File: config.mk
export PLATFORM = sky130hd
export DESIGN_NAME = instr_prefetch_queue
export DESIGN_NICKNAME = d
export VERILOG_FILES = /design/src/rtl/instr_prefetch_queue_pkg.sv /design/src/rtl/instr_prefetch_queue_fifo.sv /design/src/rtl/instr_prefetch_queue.sv
export SDC_FILE = /design/constraint.sdc
export NUM_CORES = 1
export LEC_CHECK = 0
export CAP_MARGIN = 40
export CORE_UTILIZATION = 25
export CTS_BUF_LIST = sky130_fd_sc_hd__clkbuf_8
export CTS_CLUSTER_DIAMETER = 40
export DETAILED_ROUTE_END_ITERATION = 10
export MAX_ROUTING_LAYER = met4
export PLACE_DENSITY = 0.5
export SLEW_MARGIN = 40
export SYNTH_ARGS = -nofsm -noshare
export SYNTH_HDL_FRONTEND = slang
export SYNTH_SLANG_ARGS = --single-unit
export TNS_END_PERCENT = 10
File: constraint.sdc
create_clock -name clk -period 3.7 [get_ports clk]
set_clock_uncertainty 0.2 [all_clocks]
set_input_delay 0.74 -clock clk [delete_from_list [all_inputs] [get_ports clk]]
set_output_delay 0.74 -clock clk [all_outputs]
set_load 0.005 [all_outputs]
File: src/rtl/instr_prefetch_queue_pkg.sv
// instr_prefetch_queue_pkg
//   Shared definitions for the instruction prefetch queue: instruction width,
//   default reset PC, fetch FSM state encoding, the queue entry payload and a
//   word-alignment helper.
//   Ports: none (package).
package instr_prefetch_queue_pkg;

    localparam int unsigned INSTR_W = 32;
    localparam logic [INSTR_W-1:0] DEFAULT_RESET_PC = 32'h0000_0000;

    typedef enum logic [1:0] {
        FETCH   = 2'd0,
        WAIT    = 2'd1,
        DISCARD = 2'd2
    } fetchState_t;

    typedef struct packed {
        logic [INSTR_W-1:0] instr;
        logic [INSTR_W-1:0] pcPlus4;
    } queueEntry_t;

    localparam int unsigned ENTRY_W = $bits(queueEntry_t);

    // Force an address onto a word boundary.
    function automatic logic [INSTR_W-1:0] wordAlign(input logic [INSTR_W-1:0] addr);
        return {addr[INSTR_W-1:2], 2'b00};
    endfunction

endpackage

File: src/rtl/instr_prefetch_queue_fifo.sv
// instr_fifo
//   Synchronous in-order FIFO holding fetched {instruction, PC+4} entries.
//   Ports:
//     clk, rst     clock, synchronous active-high reset
//     push/pushData  write an entry (caller guarantees a free slot)
//     pop          remove the head (ignored when empty)
//     clear        empty the FIFO and rewind pointers; wins over push/pop
//     headData     current head entry
//     count        occupancy 0..DEPTH
//     notEmpty     registered head-valid flag
module instr_fifo #(
    parameter int unsigned WIDTH = 64,
    parameter int unsigned DEPTH = 4
) (
    input  logic                     clk,
    input  logic                     rst,
    input  logic                     push,
    input  logic                     pop,
    input  logic                     clear,
    input  logic [WIDTH-1:0]         pushData,
    output logic [WIDTH-1:0]         headData,
    output logic [$clog2(DEPTH):0]   count,
    output logic                     notEmpty
);

    localparam int unsigned PTR_W = $clog2(DEPTH);

    logic [WIDTH-1:0] mem [DEPTH];
    logic [PTR_W-1:0] wrPtr;
    logic [PTR_W-1:0] rdPtr;
    logic [PTR_W:0]   countNext;
    logic             doPop;

    // Occupancy update; simultaneous push and pop leaves the count unchanged.
    always_comb begin
        doPop     = pop && notEmpty;
        countNext = count;
        if (clear) begin
            countNext = '0;
        end else if (push && !doPop) begin
            countNext = count + (PTR_W+1)'(1);
        end else if (!push && doPop) begin
            countNext = count - (PTR_W+1)'(1);
        end
    end

    // Pointers and occupancy; pointers wrap naturally since DEPTH is a power of 2.
    always_ff @(posedge clk) begin
        if (rst) begin
            wrPtr    <= '0;
            rdPtr    <= '0;
            count    <= '0;
            notEmpty <= 1'b0;
        end else begin
            count    <= countNext;
            notEmpty <= (countNext != '0);
            if (clear) begin
                wrPtr <= '0;
                rdPtr <= '0;
            end else begin
                if (push)  wrPtr <= wrPtr + PTR_W'(1);
                if (doPop) rdPtr <= rdPtr + PTR_W'(1);
            end
        end
    end

    // Storage array.
    always_ff @(posedge clk) begin
        if (push && !clear) mem[wrPtr] <= pushData;
    end

    assign headData = mem[rdPtr];

endmodule

File: src/rtl/instr_prefetch_queue.sv
// instr_prefetch_queue
//   Fetches instructions from a multi-cycle instruction memory (req/ack),
//   buffers them in order and presents {instruction, PC+4} to decode.
//   Branch/jump redirects flush the queue and retarget fetch.
//   Optional macro PREFETCH_STATS_EN adds saturating fetchCount/flushCount.
//   Ports:
//     clk, rst                 clock, synchronous active-high reset
//     redirectValid/redirectPc taken branch/jump and its target
//     deqReady                 decode accepts the head this cycle
//     instrValid/instrOut/pcPlus4Out  queue head
//     imemReq/imemAddr         memory request (stable until ack)
//     imemAck/imemData         memory response (may be same cycle as req)
//     fetchCount/flushCount    statistics (PREFETCH_STATS_EN only)
module instr_prefetch_queue
    import instr_prefetch_queue_pkg::*;
#(
    parameter int unsigned        DEPTH    = 4,
    parameter logic [INSTR_W-1:0] RESET_PC = DEFAULT_RESET_PC
) (
    input  logic               clk,
    input  logic               rst,
    input  logic               redirectValid,
    input  logic [INSTR_W-1:0] redirectPc,
    input  logic               deqReady,
    output logic               instrValid,
    output logic [INSTR_W-1:0] instrOut,
    output logic [INSTR_W-1:0] pcPlus4Out,
    output logic               imemReq,
    output logic [INSTR_W-1:0] imemAddr,
    input  logic               imemAck,
    input  logic [INSTR_W-1:0] imemData
`ifdef PREFETCH_STATS_EN
    ,
    output logic [31:0]        fetchCount,
    output logic [31:0]        flushCount
`endif
);

    localparam int unsigned CNT_W = $clog2(DEPTH) + 1;

    fetchState_t        state;
    logic [INSTR_W-1:0] fetchPc;
    logic [CNT_W-1:0]   count;
    logic [CNT_W-1:0]   countNext;
    logic [INSTR_W-1:0] pcNext;
    queueEntry_t        pushEntry;
    queueEntry_t        headEntry;
    logic               enq;
    logic               deq;
    logic               holdReq;
    logic               issueReq;

    // Transfer bookkeeping and slot reservation. A new request is only issued
    // when the queue, after this cycle's enq/deq/flush, still has a free slot,
    // so the in-flight word always has somewhere to land.
    always_comb begin
        enq       = imemReq && imemAck && (state == WAIT) && !redirectValid;
        deq       = instrValid && deqReady && !redirectValid;
        holdReq   = imemReq && !imemAck;
        countNext = count;
        if (redirectValid) begin
            countNext = '0;
        end else if (enq && !deq) begin
            countNext = count + CNT_W'(1);
        end else if (!enq && deq) begin
            countNext = count - CNT_W'(1);
        end
        pcNext = fetchPc;
        if (redirectValid) begin
            pcNext = wordAlign(redirectPc);
        end else if (enq) begin
            pcNext = fetchPc + 32'd4;
        end
        issueReq          = !holdReq && (countNext < CNT_W'(DEPTH));
        pushEntry.instr   = imemData;
        pushEntry.pcPlus4 = fetchPc + 32'd4;
    end

    // Fetch FSM. While a request is held its address never changes; a redirect
    // that catches an unacked request marks it stale (DISCARD) instead.
    always_ff @(posedge clk) begin
        if (rst) begin
            state    <= FETCH;
            imemReq  <= 1'b0;
            imemAddr <= wordAlign(RESET_PC);
            fetchPc  <= wordAlign(RESET_PC);
        end else begin
            fetchPc <= pcNext;
            if (holdReq) begin
                if (redirectValid && (state == WAIT)) state <= DISCARD;
            end else if (issueReq) begin
                imemReq  <= 1'b1;
                imemAddr <= pcNext;
                state    <= WAIT;
            end else begin
                imemReq <= 1'b0;
                state   <= FETCH;
            end
        end
    end

    instr_fifo #(
        .WIDTH (ENTRY_W),
        .DEPTH (DEPTH)
    ) u_fifo (
        .clk      (clk),
        .rst      (rst),
        .push     (enq),
        .pop      (deq),
        .clear    (redirectValid),
        .pushData (pushEntry),
        .headData (headEntry),
        .count    (count),
        .notEmpty (instrValid)
    );

    assign instrOut   = headEntry.instr;
    assign pcPlus4Out = headEntry.pcPlus4;

`ifdef PREFETCH_STATS_EN
    logic dropsWord;
    assign dropsWord = redirectValid && (instrValid || (imemReq && (state == WAIT)));

    // Saturating statistics counters.
    always_ff @(posedge clk) begin
        if (rst) begin
            fetchCount <= '0;
            flushCount <= '0;
        end else begin
            if (enq && (fetchCount != '1))       fetchCount <= fetchCount + 32'd1;
            if (dropsWord && (flushCount != '1)) flushCount <= flushCount + 32'd1;
        end
    end
`endif

endmodule

==> results of run 1 <==
==> cell families after synthesis <==
kind of cell	count (synthesis)
flip-flops	333
adder cells (fa/ha/maj)	7
buffers and inverters	60
AND/OR/NAND/NOR	205
AO/OA/AOI/OAI	87
multiplexers	70
XOR/XNOR	58
==> cell type report <==
cell class | count | area, sq um
antenna | 1 | 2.50
clock buffer | 75 | 1030
clock inverter | 46 | 398
fill | 5105 | 35100
inverter | 12 | 45.0
multi-input combinational | 427 | 3800
sequential | 333 | 9240
tap | 688 | 861
timing repair buffer | 191 | 1980
==> sequential cells by signal, indices dropped and copies added (netlist names), named ones only <==
name,flops
u_fifo.count,3
imemReq,1
u_fifo.mem,256
u_fifo.wrPtr,2
u_fifo.rdPtr,2
state,2
u_fifo.notEmpty,1
fetchPc,32
imemAddr,32
==> cells in the mapped netlist (all sizes together), types with 10 or more instances <==
master,instances,area (sq um)
a21oi,28,144
and2,11,68.8
and3,10,62.6
buf,22,114
clkbuf,26,101
dfxtp,77,1540
edfxtp,256,7690
inv,11,41.3
mux4,64,1440
nand2,42,158
nand3,22,110
nand4,18,140
nor2,61,229
nor3,12,60.1
o21ai,14,70.1
o22a,13,114
xnor2,38,340
xor2,20,175
==> through the flow <==
step,utilization,std cells,total power (W)
after floorplan,-,820,0.00440
after global routing,0.331,1772,0.00888
final,0.331,1773,0.00853
after CTS,0.331,1772,0.00868
after detailed placement,0.303,1651,0.00466
after global placement,0.303,1651,0.00466
==> critical path, delay by kind of cell (launching register included) <==
kind / cells / cell delay [ps]
DFF: 1 / 590
buffers and inverters: 2 / 800
muxes: 1 / 520
==> cell usage in the layout (no fill, tap or decap), types with 5 or more instances in the layout <==
cell type        count
edfxtp_1           256
clkdlybuf4s50_1    163
clkbuf_8            75
dfxtp_1             75
mux4_2              64
nor2_1              60
nand2_1             42
xnor2_1             37
inv_1               29
a21oi_1             27
nand3_1             22
xor2_1              20
buf_4               16
nand4_1             15
o22a_1              13
nor3_1              12
o21ai_0             12
and2_1              11
buf_12              11
nand2b_1             8
ha_1                 7
clkinvlp_4           7
and3_1               6
mux2i_1              6
o211a_1              6
bufinv_16            6
clkinv_4             5
clkinv_2             5
==> metal layers <==
metal / part of all wire / routed length [microns]
met1: 0.46 / 15500
met2: 0.46 / 15200
met3: 0.058 / 1940
met4: 0.021 / 693
met5: 0 / 0
==> power by group through the flow <==
stage	registers, W	logic [W]	clock network (W)
after floorplan	0.00421	0.000194	0
after global placement	0.00423	0.000422	0
after detailed placement	0.00423	0.000427	0
after CTS	0.00416	0.000431	0.00409
after global routing	0.00416	0.000464	0.00425
final	0.00416	0.000424	0.00395
==> worst max path at each step <==
stage                         from                    endpoint  cells after the start
after floorplan            imemAck  u_fifo.mem[0][0]$_DFFE_PP_                      4
final                     register              pcPlus4Out[22]                      3
after CTS                 register              pcPlus4Out[23]                      3
after detailed placement   imemAck   imemAddr[30]$_SDFFE_PP0P_                      9
after global placement     imemAck  u_fifo.mem[0][5]$_DFFE_PP_                      5
after global routing      register              pcPlus4Out[22]                      3
==> impl_metrics.json, run 1 <==
{
  "cp.required_ps": 2760,
  "busiest_layer": "met2",
  "synth_top_family_by_area": "multiplexers",
  "p_int_w": 0.00662,
  "routed_wl_microns": 33300,
  "met1_usage": 0.165,
  "whs_ps": 263,
  "yosysWarningCount": 0,
  "drive_gt1_frac": 0.196,
  "min_from": "imemAddr[5]$_SDFFE_PP0P_",
  "worstPathArrival_ps": 2530,
  "drt_iter0_markers": 345,
  "power_switching_w": 0.00191,
  "start_util": 0.253,
  "synthXorXnorAreaFrac": 0.0389,
  "critical_path_class": "reg2out",
  "hold_path.class": "reg2reg",
  "antenna_found_initial": 0,
  "place_hpwl_microns": 21700,
  "dpl_cell_area_sq_um": 15900,
  "outcome": "finished clean",
  "coreArea_sq_um": 52400,
  "htree_levels": 3,
  "seqPwrFrac": 0.488,
  "start_kind": "register",
  "grt_use_met3": 0.0322,
  "rsz0062_at_grt": "false",
  "hold_end": "imemAddr[5]$_SDFFE_PP0P_",
  "clockBufferDepth": 3,
  "hold_viol_final": 0,
  "period_share": 0.938,
  "synth_async_sr_flop_share": 0,
  "grt_pass1_wl_microns": 49700,
  "drv_cap": 0,
  "synth_mux_area_frac": 0.113,
  "final.setup.worst_slack_ps": 231,
  "avgViaCountPerCell": 4.37,
  "peakVddDrop_uv": 202,
  "syn_nets": 896,
  "fin_area_sq_um": 17300,
  "relSlewSlack": 0.569,
  "holdBufCountCts": 0,
  "cts_root_buffer": "clkbuf_8",
  "grt_max_degree": 65,
  "drtPass1Iterations": 5,
  "timing.rr.start": "fetchPc[2]$_SDFF_PP0_",
  "nets": 1109,
  "insertion_delay_ps": 610,
  "fp.dieH_microns": 232,
  "leakage_nw": 5.75,
  "grt_pass1_vias": 8025,
  "synth_adder_area_share": 0.00660,
  "postSynthCellCount": 820,
  "fmax_mhz": 288,
  "slowest_delay_ps": 590,
  "timing.final.setup_violations": 0,
  "cp_cell_sequence": "buf_12, mux4_2, clkdlybuf4s50_1",
  "die_area_sq_um": 54000,
  "io_pins": 167,
  "die_w_microns": 232,
  "avgSynthCellArea_sq_um": 16.2,
  "drc": 0,
  "synth-edff-count": 256,
  "whs_path_depth": 2,
  "overflow": 0,
  "synthSimpleGateAreaFrac": 0.0794,
  "rows": 84,
  "postCtsSetupRepairBufs": 0,
  "critPathMaxFanout": 17,
  "wire_per_inst_microns": 18.8,
  "swShare": 0.224,
  "powerDensity_nw_per_um2": 492,
  "cts.sinks": 333,
  "rr_worst_depth": 7,
  "ys_ff_latch": 333,
  "clkPwrFrac": 0.463,
  "r2r_slack_ps": 1030,
  "drv_slew": 0,
  "synth-main-ff-cell": "edfxtp_1",
  "endpoint_kind": "output port",
  "vias": 7741,
  "synth.distinct_cells": 56,
  "worst_slew_pin_slew_ps": 641,
  "cts_buffers": 68,
  "synth_compound_area_frac": 0.0464,
  "fin_setup_tns_ps": 0,
  "met2_usage": 0.194,
  "cts_resized": 0,
  "grt_use_total": 0.129,
  "cts_tree": "done",
  "synth_area_sq_um": 13300,
  "finalCriticalPeriod_ps": 3470,
  "synthToLayoutAreaGrowth_pct": 30.8,
  "ys_seq_area_frac": 0.696,
  "cts.clk_slew.worst_paths_ps": 60,
  "io_buffers": 164,
  "ant_nets": 0,
  "critical_path.reg2reg.endpoint": "imemAddr[28]$_SDFFE_PP0P_",
  "slowest_stage": "dfxtp_4",
  "p_comb_frac": 0.050,
  "gp_congestion": 0.772,
  "dp_slack_ps": 567
}
Note: power is estimated with default switching activity, not from simulation.
==> run 2: changes to the inputs <==
==> constraint.sdc (replaced) <==
create_clock -name clk -period 2.99 [get_ports clk]
set_clock_uncertainty 0.2 [all_clocks]
set_input_delay 0.598 -clock clk [delete_from_list [all_inputs] [get_ports clk]]
set_output_delay 0.598 -clock clk [all_outputs]
set_load 0.005 [all_outputs]
==> impl_metrics.json, run 2 (same netlist as run 1, synthesis figures left out) <==
{
  "outcome": "finished clean",
  "drv_cap": 0,
  "top_register": "u_fifo.mem",
  "n_antenna_cell": 0,
  "rsz0062_at_grt": "true",
  "cp.required_ps": 2190,
  "start_kind": "register",
  "die_w_microns": 232,
  "vias": 7752,
  "coreArea_sq_um": 52400,
  "nets": 1121,
  "avgViaCountPerCell": 4.36,
  "ant_nets": 0,
  "timing.final.setup_violations": 0,
  "period_share": 0.974,
  "cts.clk_slew.worst_paths_ps": 60,
  "start_util": 0.253,
  "critical_path_class": "reg2out",
  "drive_gt1_frac": 0.225,
  "powerDensity_nw_per_um2": 563,
  "post-place-cells": 1658,
  "drtPass1Iterations": 7,
  "layout_common_cells": "256 x edfxtp_1, 99 x clkdlybuf4s50_1, 75 x dfxtp_1",
  "r2r_slack_ps": 440,
  "grt_pass1_wl_microns": 51200,
  "place_hpwl_microns": 21500,
  "worst_slew_pin_slew_ps": 553,
  "grt_use_total": 0.133,
  "relSlewSlack": 0.629,
  "fin_cells": 1778,
  "grt_pass1_vias": 8099,
  "finalCriticalPeriod_ps": 2910,
  "die_area_sq_um": 54000,
  "worstPathArrival_ps": 2110,
  "overflow": 0,
  "insertion_delay_ps": 630,
  "hold_viol_final": 0,
  "cp-endpoint": "pcPlus4Out[13]",
  "io_buffers": 164,
  "largest_reg_flops": 256,
  "cts_root_buffer": "clkbuf_8",
  "final.setup.worst_slack_ps": 77.6,
  "cts_tree": "done",
  "dp_slack_ps": -1.43,
  "grt_max_degree": 65,
  "fmax_mhz": 343,
  "peakVddDrop_uv": 276,
  "fp.dieH_microns": 232,
  "leakage_nw": 5.84,
  "seqCellArea_sq_um": 9240,
  "critical_path.reg2reg.endpoint": "u_fifo.mem[0][27]$_DFFE_PP_",
  "critPathMaxFanout": 7,
  "io_pins": 167,
  "timing.rr.start": "fetchPc[11]$_SDFF_PP0_",
  "layout_commonest_cell": "edfxtp_1",
  "gp_congestion": 0.762,
  "rr_worst_depth": 5,
  "clockBufferDepth": 3,
  "cts_buffers": 60,
  "wire_per_inst_microns": 19.3,
  "fill_cells": 5079,
  "drc": 0,
  "drt_iter0_markers": 389,
  "reg.largest.list": "u_fifo.mem (256), fetchPc (32), imemAddr (32)",
  "drv_slew": 0,
  "routed_wl_microns": 34300,
  "hold_path.class": "reg2reg",
  "synthToLayoutAreaGrowth_pct": 30.2,
  "cts.sinks": 333,
  "htree_levels": 2,
  "multi_input_area_sq_um": 3800,
  "antenna_found_initial": 0,
  "rows": 84,
  "endpoint_kind": "output port"
}
run 2: metal layers:
| layer | global-route usage | vias to the layer above | share of wire |
|---|---|---|---|
| met2 | 0.200 | 222 | 0.46 |
| met4 | 0.0440 | 0 | 0.020 |
| met3 | 0.0257 | 60 | 0.054 |
| met1 | 0.178 | 3835 | 0.47 |
| met5 | - | - | 0 |
| li1 | - | 3635 | - |
run 2: final cells by class:
| cell class | instances | area share |
|---|---|---|
| Clock buffer | 66 | 0.0526 |
| Tap cell | 688 | 0.0499 |
| Timing Repair Buffer | 211 | 0.126 |
| Clock inverter | 41 | 0.0136 |
| Inverter | 12 | 0.00261 |
| Sequential cell | 333 | 0.535 |
| Multi-Input combinational cell | 427 | 0.220 |
run 2: how the worst min path moves through the flow:
stage,startpoint,depth (start not counted),endpoint
finish,imemAddr[10]$_SDFFE_PP0P_,2,imemAddr[10]$_SDFFE_PP0P_
global route,redirectValid,4,fetchPc[30]$_SDFF_PP0_
CTS,redirectValid,4,fetchPc[30]$_SDFF_PP0_
detailed placement,imemAddr[10]$_SDFFE_PP0P_,2,imemAddr[10]$_SDFFE_PP0P_
global placement,imemAddr[6]$_SDFFE_PP0P_,2,imemAddr[6]$_SDFFE_PP0P_
floorplan,fetchPc[0]$_SDFF_PP0_,0,u_fifo.mem[0][0]$_DFFE_PP_
run 2: worst max-delay path: stages, from the launching register on:
cell and delay [ps]:
dfxtp_4 390, buf_12 140, buf_16 140, buf_4 140, mux4_2 480, buf_2 180
run 2: metrics by stage:
stage	power, W	utilization	TNS, ps	instance area (sq um)	hold WS, ps
2_1_floorplan	0.00544	-	-83520	13300	252
3_3_place_gp	0.00577	0.305	0	16000	261
3_5_place_dp	0.00578	0.305	-1.43	16000	249
4_1_cts	0.00988	0.331	-916	17400	211
5_1_grt	0.0101	0.329	-26.1	17300	260
6_report	0.00971	0.329	0	17300	261
run 2: power by group:
group / internal [W] / total, W / switching (W) / leakage (nW)
clock network: 0.00219 / 0.00404 / 0.00185 / 0.665
registers: 0.00506 / 0.00514 / 0.0000787 / 2.96
logic: 0.000274 / 0.000531 / 0.000256 / 2.21
run 2: repair_timing:
action | in CTS | in global routing
buffers inserted | 7 | 0
endpoints found under the setup margin | 64 | 28
gates resized for setup | 146 | 26
hold buffers | 0 | 0
gates cloned | 6 | 0
